==> src/rtl/fadd_share_sched.sv <==
// Round-robin scheduler sharing one start/done float adder among NUM_REQ requesters.
// Optional `FADD_ZERO_BYPASS_EN: a ±0 operand skips the adder and answers directly.
module fadd_share_sched #(
  parameter int NUM_REQ = 4,
  parameter int PTR_W   = 2,
  parameter int TIMEOUT = 64
) (
  input  logic                   clk,
  input  logic                   rst,
  input  logic [NUM_REQ-1:0]     req_valid,
  input  logic [32*NUM_REQ-1:0]  req_x,
  input  logic [32*NUM_REQ-1:0]  req_y,
  output logic [NUM_REQ-1:0]     req_ready,
  output logic [NUM_REQ-1:0]     resp_valid,
  output logic [31:0]            resp_sum,
  output logic [1:0]             resp_overflow,
  output logic                   fa_start,
  output logic [31:0]            fa_x,
  output logic [31:0]            fa_y,
  input  logic                   fa_done,
  input  logic [31:0]            fa_sum,
  input  logic [1:0]             fa_overflow,
  output logic                   busy,
  output logic                   timeout_err,
  output logic [15:0]            op_count
);

  localparam int CNT_W = (TIMEOUT > 2) ? $clog2(TIMEOUT) : 1;

  typedef enum logic [1:0] {IDLE, ISSUE, WAIT, RESP} state_e;

  state_e             state_q, state_d;
  logic [PTR_W-1:0]   rr_q, rr_d;
  logic [PTR_W-1:0]   gnt_q, gnt_d;
  logic [31:0]        x_q, x_d;
  logic [31:0]        y_q, y_d;
  logic [CNT_W-1:0]   cnt_q, cnt_d;
  logic [31:0]        sum_q, sum_d;
  logic [1:0]         ovf_q, ovf_d;
  logic               tmo_q, tmo_d;
  logic [15:0]        ops_q, ops_d;

  logic               found;
  logic [PTR_W-1:0]   gidx;
  logic [31:0]        gx, gy;
  logic               byp;
  logic [31:0]        byp_sum;

  // first valid requester at or after the round-robin pointer
  always_comb begin
    found = 1'b0;
    gidx  = '0;
    for (int k = 0; k < NUM_REQ; k++) begin
      if (!found && req_valid[(int'(rr_q) + k) % NUM_REQ]) begin
        found = 1'b1;
        gidx  = PTR_W'((int'(rr_q) + k) % NUM_REQ);
      end
    end
  end

  assign gx = req_x[32*int'(gidx) +: 32];
  assign gy = req_y[32*int'(gidx) +: 32];

`ifdef FADD_ZERO_BYPASS_EN
  logic xz, yz;
  assign xz      = (gx[30:0] == 31'd0);
  assign yz      = (gy[30:0] == 31'd0);
  assign byp     = xz | yz;
  assign byp_sum = (xz && yz) ? {gx[31] & gy[31], 31'd0} :
                   (xz ? gy : gx);
`else
  assign byp     = 1'b0;
  assign byp_sum = gx;
`endif

  always_ff @(posedge clk) begin
    if (!rst) begin
      state_q <= IDLE;
      rr_q    <= '0;
      gnt_q   <= '0;
      x_q     <= '0;
      y_q     <= '0;
      cnt_q   <= '0;
      sum_q   <= '0;
      ovf_q   <= '0;
      tmo_q   <= 1'b0;
      ops_q   <= '0;
    end else begin
      state_q <= state_d;
      rr_q    <= rr_d;
      gnt_q   <= gnt_d;
      x_q     <= x_d;
      y_q     <= y_d;
      cnt_q   <= cnt_d;
      sum_q   <= sum_d;
      ovf_q   <= ovf_d;
      tmo_q   <= tmo_d;
      ops_q   <= ops_d;
    end
  end

  always_comb begin
    state_d = state_q;
    rr_d    = rr_q;
    gnt_d   = gnt_q;
    x_d     = x_q;
    y_d     = y_q;
    cnt_d   = cnt_q;
    sum_d   = sum_q;
    ovf_d   = ovf_q;
    tmo_d   = 1'b0;
    ops_d   = ops_q;
    unique case (state_q)
      IDLE: begin
        if (found) begin
          gnt_d = gidx;
          x_d   = gx;
          y_d   = gy;
          if (byp) begin
            sum_d   = byp_sum;
            ovf_d   = 2'b00;
            state_d = RESP;
          end else begin
            state_d = ISSUE;
          end
        end
      end
      ISSUE: begin
        cnt_d   = '0;
        state_d = WAIT;
      end
      WAIT: begin
        // done wins over a coincident timeout
        if (fa_done) begin
          sum_d   = fa_sum;
          ovf_d   = fa_overflow;
          state_d = RESP;
        end else if (cnt_q == CNT_W'(TIMEOUT - 1)) begin
          sum_d   = 32'h7FC0_0000;
          ovf_d   = 2'b11;
          tmo_d   = 1'b1;
          state_d = RESP;
        end else begin
          cnt_d = cnt_q + 1'b1;
        end
      end
      RESP: begin
        rr_d    = (gnt_q == PTR_W'(NUM_REQ - 1)) ? '0 : gnt_q + 1'b1;
        ops_d   = ops_q + 16'd1;
        state_d = IDLE;
      end
      default: state_d = IDLE;
    endcase
  end

  always_comb begin
    req_ready  = '0;
    resp_valid = '0;
    if (state_q == IDLE && rst && found) req_ready[gidx] = 1'b1;
    if (state_q == RESP) resp_valid[gnt_q] = 1'b1;
  end

  assign fa_start      = (state_q == ISSUE);
  assign busy          = (state_q != IDLE);
  assign fa_x          = x_q;
  assign fa_y          = y_q;
  assign resp_sum      = sum_q;
  assign resp_overflow = ovf_q;
  assign timeout_err   = tmo_q;
  assign op_count      = ops_q;

endmodule

==> config.mk <==
export PLATFORM = sky130hd
export DESIGN_NAME = fadd_share_sched
export DESIGN_NICKNAME = d
export VERILOG_FILES = /design/src/rtl/fadd_share_sched.sv
export SDC_FILE = /design/constraint.sdc
export NUM_CORES = 1
export LEC_CHECK = 0
export CAP_MARGIN = 10
export CORE_AREA = 2 2 165 167
export CTS_BUF_LIST = sky130_fd_sc_hd__clkbuf_16
export CTS_CLUSTER_SIZE = 16
export DETAILED_ROUTE_END_ITERATION = 6
export DIE_AREA = 0 0 167 169
export PLACE_DENSITY = 0.65
export SLEW_MARGIN = 20
export SYNTH_ARGS = -nofsm -noshare
export SYNTH_HDL_FRONTEND = slang
export SYNTH_SLANG_ARGS = --single-unit
==> constraint.sdc <==
create_clock -name clk -period 2.8 [get_ports clk]
set_input_delay 0.28 -clock clk [delete_from_list [all_inputs] [get_ports clk]]
set_output_delay 0.28 -clock clk [all_outputs]
set_load 0.005 [all_outputs]
==> results of run 1 <==
## final cells by class
cell class                      count  share of cell area
Antenna cell                        1            0.000215
Clock buffer                       17              0.0366
Clock inverter                     15              0.0179
Inverter                            9             0.00291
Multi-Input combinational cell    531               0.309
Sequential cell                   127               0.219
Tap cell                          341              0.0367
Timing Repair Buffer              442               0.378
## cells by family (layout without fill, tap and decap cells)
logic type,after synthesis,in the layout,share of synthesized area
DFF,127,127,0.393
and+or+nand+nor,176,176,0.125
AOI/OAI and AO/OA,260,260,0.265
other,0,1,0
adders and majority gates,11,11,0.0213
buffers and inverters,78,483,0.0574
muxes,71,71,0.121
xor gates and xnor gates,13,13,0.0176
## report_power, final
part / total [mW] / internal [mW] / switching [mW]
sequential: 2.51 / 2.26 / 0.245
clock: 2.44 / 1.51 / 0.930
combinational: 3.42 / 1.81 / 1.62
total: 8.36 / 5.57 / 2.79
## through the flow
stage               power, mW  cell area (um^2)
global route             8.85             11600
finish                   8.36             11600
floorplan                4.05              6480
detailed placement       5.98             11000
CTS                      8.47             11600
global placement         5.93             11000
## state kept, by name, summed over array words and instances (netlist names)
register,count
rr_q,2
fa_x,32
op_count,16
fa_y,32
state_q,2
gnt_q,2
resp_overflow,2
cnt_q,6
resp_sum,32
timeout_err,1
## critical path, delay by kind of cell
kind | cells | cell delay (ps)
and+or+nand+nor | 4 | 1030
buffers and inverters | 2 | 1010
## layout by cell type, fill, tap and decap left out, types with 17 or more instances in the layout
master / n
nor2_1: 49
clkbuf_16: 17
o21ai_0: 71
a22oi_1: 24
nand2_1: 73
a21oi_1: 76
a221oi_1: 64
clkdlybuf4s50_1: 420
mux2_2: 56
dfxtp_1: 127
buf_4: 19
## routing by layer
layer  vias up  routed length, um  GRT usage
met5         -                 13          0
met4         2                314     0.0435
met3        21               2000     0.0542
met2       299              14300      0.332
met1      3528              12300      0.241
li1       3515                  -          -
## how the worst max path moves through the flow
| stage | from | to | slack, ps | cells past startpoint |
|---|---|---|---|---|
| finish | req_valid[2] | req_ready[2] | 190 | 6 |
| global route | rr_q[1]$_SDFFE_PN0P_ | req_ready[1] | 90 | 4 |
| CTS | req_valid[2] | req_ready[2] | 200 | 6 |
| detailed placement | req_valid[2] | fa_y[2]$_SDFFE_PN0P_ | 90 | 6 |
| global placement | req_valid[3] | fa_y[2]$_SDFFE_PN0P_ | 150 | 6 |
| floorplan | req_valid[2] | req_ready[2] | 960 | 7 |
==> results.json, run 1 <==
{
  "status": "completed",
  "synth_edf_count": 0,
  "multiInputGateArea_um2": 3590,
  "coreArea_um2": 26500,
  "pre_cts_slack_ps": 93.0,
  "ys_async_sr_fraction": 0,
  "synth_top_area_frac": 0.393,
  "ys_types": 48,
  "place_congestion": 0.803,
  "syn_nets": 1044,
  "synthTopCellsByArea": "dfxtp_1, mux2_2, a221oi_1, a21oi_1, o21ai_0",
  "place_inst": 1450,
  "hold_start": "rst",
  "regArea_um2": 2540,
  "grt_pass1_wl_um": 42300,
  "io_pins": 422,
  "layoutNonFillerInstCount": 1483,
  "wirelength_um": 29000,
  "portBuffers": 421,
  "fin_ws_ps": 189,
  "synth_flop_cell": "dfxtp_1",
  "fill_cells": 2618,
  "cts_buffers": 17,
  "die_w_um": 167,
  "finClkSkew_ps": 9.27,
  "postLayoutCoreUtil": 0.439,
  "clk_path_buf_depth": 2,
  "endpoint_kind": "output pin",
  "slew_violations": 0,
  "cp_data_arrival_time_ps": 2330,
  "fmax_mhz": 383,
  "dieArea_um2": 28200,
  "r2r_cells": 5,
  "first_global_vias": 7179,
  "hold_end": "resp_sum[28]$_SDFFE_PN0P_",
  "drtIter0Drc": 415,
  "peakVddDrop_v": 0.000629,
  "cts_tree": "yes",
  "hp-class": "primary input to register",
  "antenna_found_initial": 3,
  "r2r_slack_ps": 520,
  "dr.pass1.iters": 6,
  "critPathLaunchType": "primary input",
  "avgViaCountPerCell": 4.97,
  "leakage_nw": 4.22,
  "ant_nets": 0,
  "ys_seq_elements": 127,
  "vias": 7365,
  "crit_type": "primary input to output pin",
  "cp.required_ps": 2520,
  "layout-drive-gt1-share": 0.116,
  "synth_top_area_cell": "dfxtp_1",
  "synth_most_common_cell": "dfxtp_1",
  "drc": 0,
  "avgSynthCellArea_um2": 8.80,
  "worstMarginPinSlew_ps": 966,
  "fin_crit_sh": 0.932,
  "overflow": 0,
  "ctsHoldBuffers": 0,
  "power_density_nw_per_um2": 720,
  "slew_headroom": 0.355,
  "clk_latency_ps": 410,
  "post_drt_wl_per_cell_um": 19.5,
  "min_path_cells": 2,
  "yosysWarnings": 0,
  "slowest_stage": "clkdlybuf4s50_1",
  "setup_viol_count_final": 0,
  "rsz0062_at_grt": "no",
  "finalNetCount": 1436,
  "cts_resized": 0,
  "htree_levels": 4,
  "hold_violations": 0,
  "reg2reg_from": "rr_q[1]$_SDFFE_PN0P_",
  "cts-root-buf": "clkbuf_16",
  "fin_crit_ps": 2610,
  "crit_chain": "clkdlybuf4s50_1 > or3_4 > nor2_1 > nor2_4 > and3_1 > clkdlybuf4s50_1",
  "cp_max_fo": 9,
  "yosys-top-cells-count": "dfxtp_1, a21oi_1, nand2_1",
  "grt_max_degree": 63,
  "syn2layout_area_growth_pct": 79.5,
  "post_cts_buffers": 0,
  "initial_utilization": 0.244,
  "die_h_um": 169,
  "max_stage_delay_ps": 560,
  "synth_cells": 736,
  "row_count": 60,
  "max_cap_viol_count": 0,
  "reg2reg_to": "fa_y[2]$_SDFFE_PN0P_",
  "clkSlewWorstSetupHoldPaths_ps": 70,
  "grt_util_all_layers": 0.193,
  "place_hpwl_um": 20900,
  "clkSinkCount": 127,
  "syn-cell-area_um2": 6480,
  "synth_seq_area_share": 0.393,
  "setup_tns_ps": 0,
  "whs_ps": 290,
  "crit_top_cell": "clkdlybuf4s50_1"
}
Power figures use the tool's default switching activity.
==> run 2: changes to the inputs <==
- CORE_AREA: 2 2 165 167 -> 2 2 166 168
- DIE_AREA: 0 0 167 169 -> 0 0 168 170
- clock period: 2.8 -> 3 ns (I/O delays scaled with it)
==> run 2 against run 1 <==
Setup slack improved by 17 ps. Total power decreased by 6.8%. Largest cell class unchanged. Clock power decreased by 8%. Largest power group unchanged. Critical endpoint is now req_ready[3]. Hold slack got worse by 38 ps. Critical path depth decreased by 1. Count of clock-buffer cells in the layout unchanged. Design area increased by 0.16%. First-iteration DRC count decreased by 15%. Combinational power decreased by 6.1%. Flip-flop and latch count unchanged. Global-route usage decreased by 0.45 points.
==> results.json, run 2 (synthesized netlist as in run 1, its figures left out) <==
{
  "crit_chain": "inv_1 > a21oi_1 > o221a_2 > and3_1 > clkdlybuf4s50_1",
  "syn2layout_area_growth_pct": 79.8,
  "cts_resized": 0,
  "leakage_nw": 4.22,
  "power_density_nw_per_um2": 670,
  "grt_max_degree": 52,
  "cts-root-buf": "clkbuf_16",
  "grt_busiest_layer": "met2",
  "hold_end": "resp_sum[23]$_SDFFE_PN0P_",
  "startpoint": "rr_q[1]$_SDFFE_PN0P_",
  "post_drt_wl_per_cell_um": 19.2,
  "endpoint_kind": "output pin",
  "vias": 7306,
  "layout_commonest_cell": "clkdlybuf4s50_1",
  "cp.required_ps": 2700,
  "ant_nets": 0,
  "reg2reg_from": "cnt_q[0]$_SDFFE_PN0P_",
  "grt_util_all_layers": 0.189,
  "layout-drive-gt1-share": 0.116,
  "overflow": 0,
  "r2r_slack_ps": 830,
  "grt_pass1_wl_um": 41500,
  "max_cap_viol_count": 0,
  "row_count": 60,
  "r2r_cells": 6,
  "crit_type": "register to output pin",
  "fmax_mhz": 358,
  "power_mw": 7.80,
  "fin_crit_ps": 2790,
  "htree_levels": 4,
  "clkSlewWorstSetupHoldPaths_ps": 70,
  "setup_viol_count_final": 0,
  "setup_tns_ps": 0,
  "worstMarginPinSlew_ps": 932,
  "clk_latency_ps": 420,
  "status": "completed",
  "use_met3": 0.0507,
  "rsz0062_at_grt": "no",
  "finClkSkew_ps": 14.9,
  "mostFrequentLayoutCells": "clkdlybuf4s50_1, dfxtp_1, a21oi_1",
  "cts_tree": "yes",
  "clkSinkCount": 127,
  "slew_headroom": 0.377,
  "fin_crit_sh": 0.931,
  "drtIter0Drc": 352,
  "slew_violations": 0,
  "reg2reg_to": "resp_sum[27]$_SDFFE_PN0P_",
  "post_cts_buffers": 0,
  "peakVddDrop_v": 0.000443,
  "die_h_um": 170,
  "io_pins": 422,
  "use_met2": 0.305,
  "min_path_cells": 2,
  "clk_path_buf_depth": 2,
  "max_stage_delay_ps": 580,
  "finalNetCount": 1436,
  "slowest_stage": "dfxtp_1",
  "avgViaCountPerCell": 4.92,
  "dr.pass1.iters": 4,
  "wirelength_um": 28600,
  "cp_max_fo": 13,
  "place_congestion": 0.828,
  "cp_data_arrival_time_ps": 2490,
  "pre_cts_slack_ps": 326,
  "fin_ws_ps": 206,
  "initial_utilization": 0.243,
  "hold_start": "rst",
  "place_hpwl_um": 21000,
  "critPathLaunchType": "register",
  "hold_violations": 0,
  "antenna_found_initial": 0,
  "portBuffers": 421,
  "dieArea_um2": 28600,
  "ctsHoldBuffers": 0,
  "cts_buffers": 17,
  "drc": 0,
  "hp-class": "primary input to register",
  "use_met1": 0.246,
  "first_global_vias": 6991,
  "coreArea_um2": 26700,
  "die_w_um": 168
}
run 2: area by class of cell:
cell class	instances	area, um^2
inverter	9	33.8
clock inverter	15	199
multi-input combinational	531	3590
fill	2573	15000
timing repair buffer	442	4420
sequential	127	2540
antenna	2	5.00
tap	341	427
clock buffer	17	425
run 2: where the power goes:
group | total [mW] | switching (mW) | internal, mW
clock network | 2.25 | 0.910 | 1.34
registers | 2.34 | 0.227 | 2.11
logic | 3.21 | 1.51 | 1.71
run 2: stage by stage:
step                      hold slack [ps]   util  std cells  cell area, um^2
after floorplan                       448      -        736             6480
after global placement                476  0.413       1450            11000
after detailed placement              488  0.413       1450            11000
after CTS                             220  0.437       1482            11600
after global routing                  237  0.437       1482            11600
final                                 252  0.437       1484            11600
run 2: how the worst max path moves through the flow:
stage / to / slack (ps) / depth (start not counted)
6_report: req_ready[3] / 210 / 5
5_1_grt: req_ready[3] / 5 / 5
4_1_cts: req_ready[3] / 160 / 5
3_5_place_dp: req_ready[2] / 330 / 6
3_3_place_gp: req_ready[2] / 360 / 6
2_1_floorplan: req_ready[2] / 1120 / 7
run 2: layer usage:
metal,vias to the layer above,routed length [um],part of all wire
li1,3516,-,-
met1,3469,12300,0.43
met2,288,13500,0.47
met3,33,2190,0.077
met4,0,615,0.022
met5,-,0,0
run 2: worst max-delay path, delay by kind of cell, from the launching register on:
family                 cells  cell delay (ps)
buffers and inverters      2              640
AOI/OAI and AO/OA          2              620
DFF                        1              580
and+or+nand+nor            1              230
